--- config.mk ---
export PLATFORM = sky130hd
export DESIGN_NAME = alu_multicycle_seq_flat
export DESIGN_NICKNAME = d
export VERILOG_FILES = /design/src/rtl/alu_multicycle_seq_if.sv /design/src/rtl/alu_multicycle_seq.sv /design/src/flat_wrapper.sv
export SDC_FILE = /design/constraint.sdc
export NUM_CORES = 1
export LEC_CHECK = 0
export CORE_ASPECT_RATIO = 1.75
export CORE_MARGIN = 2
export CORE_UTILIZATION = 60
export CTS_CLUSTER_DIAMETER = 150
export DETAILED_ROUTE_END_ITERATION = 8
export DONT_BUFFER_PORTS = 1
export HOLD_SLACK_MARGIN = 0.15
export PLACE_DENSITY = 0.82
export SLEW_MARGIN = 0
export SYNTH_ARGS = -nofsm -noshare
export SYNTH_HDL_FRONTEND = slang
export SYNTH_SLANG_ARGS = --single-unit
--- constraint.sdc ---
create_clock -name clk -period 6.85 [get_ports clk]
set_clock_uncertainty 0.1 [all_clocks]
set_input_delay 0.685 -clock clk [delete_from_list [all_inputs] [get_ports clk]]
set_output_delay 0.685 -clock clk [all_outputs]
set_load 0.02 [all_outputs]
--- src/rtl/alu_multicycle_seq_if.sv ---
// Request/response bundle between decode, the iterative MUL/DIV/MOD sequencer and writeback.
interface alu_multicycle_seq_if #(
  parameter int WIDTH = 16
);
  logic             in_valid;
  logic             in_ready;
  logic [4:0]       opcode;
  logic [WIDTH-1:0] op_a;
  logic [WIDTH-1:0] op_b;
  logic             out_valid;
  logic             out_ready;
  logic [WIDTH-1:0] result;
  logic [WIDTH-1:0] result_hi;
  logic             div_by_zero;
  logic             illegal_op;
  logic             busy;

  modport master (
    output in_valid, opcode, op_a, op_b, out_ready,
    input  in_ready, out_valid, result, result_hi, div_by_zero, illegal_op, busy
  );

  modport slave (
    input  in_valid, opcode, op_a, op_b, out_ready,
    output in_ready, out_valid, result, result_hi, div_by_zero, illegal_op, busy
  );
endinterface

--- src/rtl/alu_multicycle_seq.sv ---
// Iterative sequencer for MUL (shift-add) and DIV/MOD (restoring), one bit per cycle,
// holding the registered result until writeback accepts it.
module alu_multicycle_seq #(
  parameter int WIDTH = 16,
  parameter int CNT_W = 5
) (
  input  logic                 clk,
  input  logic                 rst_n,
  alu_multicycle_seq_if.slave  bus
);

  typedef enum logic [1:0] {ST_IDLE, ST_MUL_RUN, ST_DIV_RUN, ST_DONE} state_t;
  typedef enum logic [1:0] {CL_MUL, CL_DIV, CL_MOD} op_class_t;

  state_t             state;
  op_class_t          op_class;
  logic [CNT_W-1:0]   cnt;
  logic [2*WIDTH-1:0] mcand;
  logic [2*WIDTH-1:0] acc;
  logic [WIDTH-1:0]   mplier;
  logic [WIDTH-1:0]   dividend;
  logic [WIDTH-1:0]   divisor;
  logic [WIDTH-1:0]   rem;
  logic [WIDTH-1:0]   quo;

  logic [WIDTH-1:0]   result_q;
  logic [WIDTH-1:0]   result_hi_q;
  logic               out_valid_q;
  logic               div_by_zero_q;
  logic               illegal_op_q;
  logic               busy_q;

  logic               is_mul;
  logic               is_div;
  logic               is_mod;
  logic [WIDTH:0]     rem_sh;
  logic               rem_ge;
  logic [WIDTH:0]     rem_sub;
  logic               iter_done;

  always_comb begin
    is_mul    = (bus.opcode == 5'b00011) || (bus.opcode == 5'b10100);
    is_div    = (bus.opcode == 5'b00100) || (bus.opcode == 5'b10101);
    is_mod    = (bus.opcode == 5'b00101);
    // Shifted partial remainder can reach 2*divisor-1, so compare and subtract at WIDTH+1 bits
    rem_sh    = {rem, dividend[WIDTH-1]};
    rem_ge    = rem_sh >= {1'b0, divisor};
    rem_sub   = rem_sh - {1'b0, divisor};
    iter_done = (cnt == CNT_W'(WIDTH));
  end

  always_ff @(posedge clk or negedge rst_n) begin
    if (!rst_n) begin
      state         <= ST_IDLE;
      op_class      <= CL_MUL;
      cnt           <= '0;
      mcand         <= '0;
      acc           <= '0;
      mplier        <= '0;
      dividend      <= '0;
      divisor       <= '0;
      rem           <= '0;
      quo           <= '0;
      result_q      <= '0;
      result_hi_q   <= '0;
      out_valid_q   <= 1'b0;
      div_by_zero_q <= 1'b0;
      illegal_op_q  <= 1'b0;
      busy_q        <= 1'b0;
    end else begin
      case (state)
        ST_IDLE: begin
          if (bus.in_valid) begin
            mcand    <= {{WIDTH{1'b0}}, bus.op_a};
            mplier   <= bus.op_b;
            acc      <= '0;
            dividend <= bus.op_a;
            divisor  <= bus.op_b;
            rem      <= '0;
            quo      <= '0;
            cnt      <= '0;
            busy_q   <= 1'b1;
            if (is_mul) begin
              op_class <= CL_MUL;
              state    <= ST_MUL_RUN;
            end else if (is_div || is_mod) begin
              op_class <= is_mod ? CL_MOD : CL_DIV;
              if (bus.op_b == '0) begin
                result_q      <= '1;
                result_hi_q   <= bus.op_a;
                div_by_zero_q <= 1'b1;
                out_valid_q   <= 1'b1;
                state         <= ST_DONE;
              end else begin
                state <= ST_DIV_RUN;
              end
            end else begin
              result_q     <= '0;
              result_hi_q  <= '0;
              illegal_op_q <= 1'b1;
              out_valid_q  <= 1'b1;
              state        <= ST_DONE;
            end
          end
        end

        ST_MUL_RUN: begin
          if (iter_done) begin
            result_q    <= acc[WIDTH-1:0];
            result_hi_q <= acc[2*WIDTH-1:WIDTH];
            out_valid_q <= 1'b1;
            state       <= ST_DONE;
          end else begin
            if (mplier[0]) acc <= acc + mcand;
            mcand  <= mcand << 1;
            mplier <= mplier >> 1;
            cnt    <= cnt + 1'b1;
          end
        end

        ST_DIV_RUN: begin
          if (iter_done) begin
            result_q    <= (op_class == CL_MOD) ? rem : quo;
            result_hi_q <= (op_class == CL_MOD) ? '0 : rem;
            out_valid_q <= 1'b1;
            state       <= ST_DONE;
          end else begin
            rem      <= rem_ge ? rem_sub[WIDTH-1:0] : rem_sh[WIDTH-1:0];
            quo      <= {quo[WIDTH-2:0], rem_ge};
            dividend <= dividend << 1;
            cnt      <= cnt + 1'b1;
          end
        end

        ST_DONE: begin
          if (bus.out_ready) begin
            result_q      <= '0;
            result_hi_q   <= '0;
            out_valid_q   <= 1'b0;
            div_by_zero_q <= 1'b0;
            illegal_op_q  <= 1'b0;
            busy_q        <= 1'b0;
            state         <= ST_IDLE;
          end
        end

        default: state <= ST_IDLE;
      endcase
    end
  end

  assign bus.in_ready    = (state == ST_IDLE);
  assign bus.out_valid   = out_valid_q;
  assign bus.result      = result_q;
  assign bus.result_hi   = result_hi_q;
  assign bus.div_by_zero = div_by_zero_q;
  assign bus.illegal_op  = illegal_op_q;
  assign bus.busy        = busy_q;

endmodule

--- src/flat_wrapper.sv ---
// flat-port wrapper written by rule: the top's interface ports become plain ports
module alu_multicycle_seq_flat 
#(
  parameter int WIDTH = 16,
  parameter int CNT_W = 5
)
  (clk, rst_n, bus_in_valid, bus_opcode, bus_op_a, bus_op_b, bus_out_ready, bus_in_ready, bus_out_valid, bus_result, bus_result_hi, bus_div_by_zero, bus_illegal_op, bus_busy);
  alu_multicycle_seq_if #(.WIDTH(WIDTH)) bus_i ();
  input  logic clk;
  input  logic rst_n;
  input wire logic [$bits(bus_i.in_valid)-1:0] bus_in_valid;
  input wire logic [$bits(bus_i.opcode)-1:0] bus_opcode;
  input wire logic [$bits(bus_i.op_a)-1:0] bus_op_a;
  input wire logic [$bits(bus_i.op_b)-1:0] bus_op_b;
  input wire logic [$bits(bus_i.out_ready)-1:0] bus_out_ready;
  output wire logic [$bits(bus_i.in_ready)-1:0] bus_in_ready;
  output wire logic [$bits(bus_i.out_valid)-1:0] bus_out_valid;
  output wire logic [$bits(bus_i.result)-1:0] bus_result;
  output wire logic [$bits(bus_i.result_hi)-1:0] bus_result_hi;
  output wire logic [$bits(bus_i.div_by_zero)-1:0] bus_div_by_zero;
  output wire logic [$bits(bus_i.illegal_op)-1:0] bus_illegal_op;
  output wire logic [$bits(bus_i.busy)-1:0] bus_busy;
  assign bus_i.in_valid = bus_in_valid;
  assign bus_i.opcode = bus_opcode;
  assign bus_i.op_a = bus_op_a;
  assign bus_i.op_b = bus_op_b;
  assign bus_i.out_ready = bus_out_ready;
  assign bus_in_ready = bus_i.in_ready;
  assign bus_out_valid = bus_i.out_valid;
  assign bus_result = bus_i.result;
  assign bus_result_hi = bus_i.result_hi;
  assign bus_div_by_zero = bus_i.div_by_zero;
  assign bus_illegal_op = bus_i.illegal_op;
  assign bus_busy = bus_i.busy;
  alu_multicycle_seq #(.WIDTH(WIDTH), .CNT_W(CNT_W)) u_core (.clk(clk), .rst_n(rst_n), .bus(bus_i));
endmodule
==> run summary <==
The type of the worst setup path is reg2reg. Combinational logic is responsible for around 43% of the overall power. Setup repair after global routing left no endpoint under its margin. In the routed layout, each cell is associated on average with a via count of around 6.6. The largest stage delay on the critical path is ~1.1 ns.

The number of global-route vias before repair was 9,171. After synthesis, the cell types taking the most area are sky130_fd_sc_hd__dfrtp_1, sky130_fd_sc_hd__nand2_1, sky130_fd_sc_hd__ha_1. The cell family contributing the most delay on the critical path is simple AND/OR/NAND/NOR gates. For this block, the initial DRC count from the detailed router was approximately 900. In the routed design, unresolved DRC markers number 0. The total of endpoints with negative setup slack in the final report came out at 0. The count of state elements after synthesis came out at 189.

The count of pins over their slew limit is 0. The worst register-to-register path ends at u_core.bus.result_hi[7]$_DFFE_PN0P_. The count of vias placed by the detailed router came out at a little over 9,000. The maximum fanout along the worst path is 37. During synthesis, Yosys emitted a total of 0 warnings. The number of enable flip-flop cells after synthesis is 0. In this run the count of I/O pins placed on the die edge is just under 80. The number of setup buffers added after CTS is 0.

In this run the register-to-register setup slack is 3.46 ns. The core box area is 17,500 um^2. The pre-CTS setup slack is 3.62 ns. The maximum root-to-sink buffer count is 2. The number of buffers and inverters on the critical path is 1. The worst setup path is launched from a flop. The area growth from synthesis to layout is 6.94%. The sequential fraction of design power came out at between 30% and 40%. The worst pin sits at a relative slew slack of 5.64%. The post-route netlist has under 10% of its cells at a drive strength greater than 1.

The aggregate global-route resource usage came out at roughly 33%. The library cell appearing most often on the critical path is sky130_fd_sc_hd__nor2b_1. Clock-pin slew was measured on the worst setup and hold paths at roughly 0.07 ns. The count of input and output buffers came out at 0. The largest area contributor in the synthesized netlist is sky130_fd_sc_hd__dfrtp_1.

In this run the number of cells on the critical path is 6. The synthesized net count is about 1,300. Adding up every negative setup slack in the final design gives 0 ns. The library cell used most frequently in the layout, excluding fill and tap cells, is sky130_fd_sc_hd__dfrtp_1. The congestion estimate from routability-driven global placement came to 0.940. Among all flip-flop cells after synthesis, the most frequent one is sky130_fd_sc_hd__dfrtp_1. The TritonCTS clock tree is yes. The post-synthesis instance total came out at about 1,200. The overall die height is 181 um.

Leaving out fill and tap cells, the most frequent cells in the layout are sky130_fd_sc_hd__dfrtp_1, sky130_fd_sc_hd__nand2_1, sky130_fd_sc_hd__o21ai_0. The maximum frequency from static timing analysis is between 200 and 300 MHz. The estimated wirelength of the detail-placed design came out at ~22,000 um. The floorplan die width is ~110 um.

The final routed wirelength across all metal layers came out at 30,600 um. Clock tree synthesis selected as its root buffer the cell sky130_fd_sc_hd__clkbuf_16. The remaining antenna violation count is 0. The per-instance average area after synthesis is slightly above 9 um^2. The total clock sinks is around 190.

Following the worst setup path forward leads to its endpoint at u_core.bus.result_hi[7]$_DFFE_PN0P_. The async set or reset register ratio after synthesis came out at 100%. The level count of the clock H-tree came out at 4. Per report_power, the clock group accounts for 19.4% of the total. The worst-case reg-to-reg path depth is 6.

The required time at the worst-slack endpoint is a little over 7 ns. The power dissipated by switching net loads is between 2 and 2.5 mW. Walking the worst path, the cells encountered are inv_1 -> ha_2 -> nor2b_1 -> nor2b_1 -> a222oi_1 -> a21oi_1.

For this run, the post-layout net count is between 1,000 and 1,500. The path type of the worst min-delay path is in2async. The leftover overflow at the end of global routing is 0. The count of maximum capacitance violations came out at 0. The worst path needs 3.39 ns of the cycle, external delays included. The sequential area share after synthesis is 43.9%.

Data on the critical path arrives at its endpoint at about 3.7 ns. In this run the worst setup path begins at u_core.state[0]$_DFFE_PN0P_. The power per unit of standard cell area is between 400 and 500 nW/um^2. The measured slew at the worst slew-check pin is between 1 and 1.5 ns. The post-route clock period utilization is around half. The number of failing hold endpoints at the final stage came out at 0.

The first global-routing pass estimated between 40,000 and 50,000 um of wire. The floorplan has 64 rows. The starting density of the core came out at 61.5%. The portion of synthesized cell area occupied by the leading cell type came out at between 40% and 50%. The number of clock buffers added by TritonCTS is 17. In the final routed layout, each cell accounts on average for around 22 um. The worst register-to-register path begins at u_core.state[0]$_DFFE_PN0P_.

The clock insertion delay at the later pin of the skew report is between 0.4 and 0.5 ns. The count of unique library cells instantiated by Yosys came out at between 60 and 70. The cell-internal power is between 2 and 3 mW. The number of detailed-routing iterations run before antenna repair is 5. The kind of capture point of the worst setup path is a flop. The worst-path cell with the longest stage delay is sky130_fd_sc_hd__nor2b_1. Once routing completed, OpenROAD measured the worst setup slack at approximately 3.5 ns. The antenna cell count came out at 0. The leakage power summed over all cells is ~5.3 nW. Entering global routing, the biggest net connects 190 pins. The flow ran to the end, and the final reports show no timing, DRC or antenna violations. In this run the cell area of the synthesized design comes to around 11,000 um^2. The worst-case IR drop observed on VDD is roughly 0.00036 V.

Net switching is 45.8% of the power. The initial antenna violation count came out at 0. The area of the die came out at 19,100 um^2.
-- per-stage QoR --
stage,area [um^2],power (mW),hold slack (ns),std cells,util [%]
after global routing,11500,5.46,0.246,1384,65.8
after floorplan,10800,3.52,0.289,1172,-
after detailed placement,10900,4.08,0.294,1351,62.3
final,11500,5.11,0.153,1384,65.8
after global placement,10900,3.99,0.294,1351,62.3
after CTS,11500,5.10,0.229,1384,65.8
-- power by group through the flow --
stage                     sequential, mW  combinational [mW]  clock [mW]
after floorplan                     1.80                1.72           0
after detailed placement            1.92                2.16           0
after global routing                1.94                2.47        1.05
after CTS                           1.90                2.20        1.00
final                               1.91                2.21       0.994
after global placement              1.91                2.08           0
-- timing repair --
action                    CTS  global route
hold endpoints to repair  189             0
hold buffers                1             0
gates resized for setup     0             0
-- synthesized netlist by cell type, drive strengths merged, types with 2 or more instances --
cell type / instances
dfrtp: 189
nand2: 189
o21ai: 129
a21oi: 89
nor2: 72
mux2i: 54
ha: 53
clkbuf: 51
inv: 40
mux2: 34
nand3: 32
xor2: 23
a21o: 19
a221oi: 16
a222oi: 16
xnor2: 14
nand2b: 12
buf: 11
nor2b: 10
o31ai: 10
o21a: 9
o21bai: 9
o211ai: 8
nor3: 6
or3: 6
a31oi: 5
a32oi: 5
and3: 5
nand4: 5
nor4: 5
o22ai: 4
o311ai: 4
a2111oi: 3
a211oi: 3
o31a: 3
a211o: 2
a32o: 2
fa: 2
o41ai: 2
or2: 2
-- cell type report --
cell class | count | area, um^2
Fill cell | 1393 | 6000
Multi-Input combinational cell | 880 | 5680
Sequential cell | 189 | 4730
Clock buffer | 17 | 425
Tap cell | 231 | 289
Clock inverter | 15 | 154
Inverter | 41 | 154
Timing Repair Buffer | 11 | 103
-- worst register-to-register path: stages, from the launching register on --
cell	delay [ns]
sky130_fd_sc_hd__dfrtp_1	0.42
sky130_fd_sc_hd__inv_1	0.11
sky130_fd_sc_hd__ha_2	0.76
sky130_fd_sc_hd__nor2b_1	0.26
sky130_fd_sc_hd__nor2b_1	1.11
sky130_fd_sc_hd__a222oi_1	0.32
sky130_fd_sc_hd__a21oi_1	0.25
-- routing by layer --
metal,vias up,wire length (um),GRT usage [%],share of wire [%]
li1,4140,-,-,-
met1,4446,10800,36.0,35
met2,389,15400,56.4,50
met3,132,1800,6.49,5.9
met4,0,2550,23.6,8.3
met5,-,0,0,0
-- kinds of logic (layout without fill, tap and decap cells) --
| logic type | after synthesis | after routing | synth area share [%] |
|---|---|---|---|
| buffers and inverters | 103 | 84 | 3.68 |
| XOR/XNOR | 37 | 37 | 3.07 |
| flip-flops | 189 | 189 | 43.9 |
| AO/OA/AOI/OAI | 350 | 350 | 20.3 |
| multiplexers | 88 | 88 | 8.56 |
| adder cells (fa/ha/maj) | 55 | 55 | 6.52 |
| AND/OR/NAND/NOR | 350 | 350 | 14.1 |
-- how the worst min path moves through the flow --
stage	from	slack [ns]	cells after the start	endpoint
floorplan	rst_n	0.29	0	u_core.acc[0]$_DFFE_PN0P_
global placement	rst_n	0.29	0	u_core.mplier[7]$_DFFE_PN0P_
detailed placement	rst_n	0.29	0	u_core.mplier[6]$_DFFE_PN0P_
CTS	bus_opcode[3]	0.23	1	u_core.op_class[1]$_DFFE_PN0P_
global route	bus_opcode[3]	0.25	1	u_core.op_class[1]$_DFFE_PN0P_
finish	rst_n	0.15	1	u_core.divisor[6]$_DFFE_PN0P_
-- registers in the layout, indices dropped and copies added, names as in the netlist --
name,count
u_core.op_class,2
u_core.bus.out_valid,1
u_core.bus.illegal_op,1
u_core.cnt,5
u_core.quo,16
u_core.bus.result,16
u_core.bus.result_hi,16
u_core.dividend,16
u_core.mcand,32
u_core.bus.div_by_zero,1
u_core.bus.busy,1
u_core.rem,16
u_core.acc,32
u_core.divisor,16
u_core.mplier,16
u_core.state,2
Power figures use the tool's default switching activity.
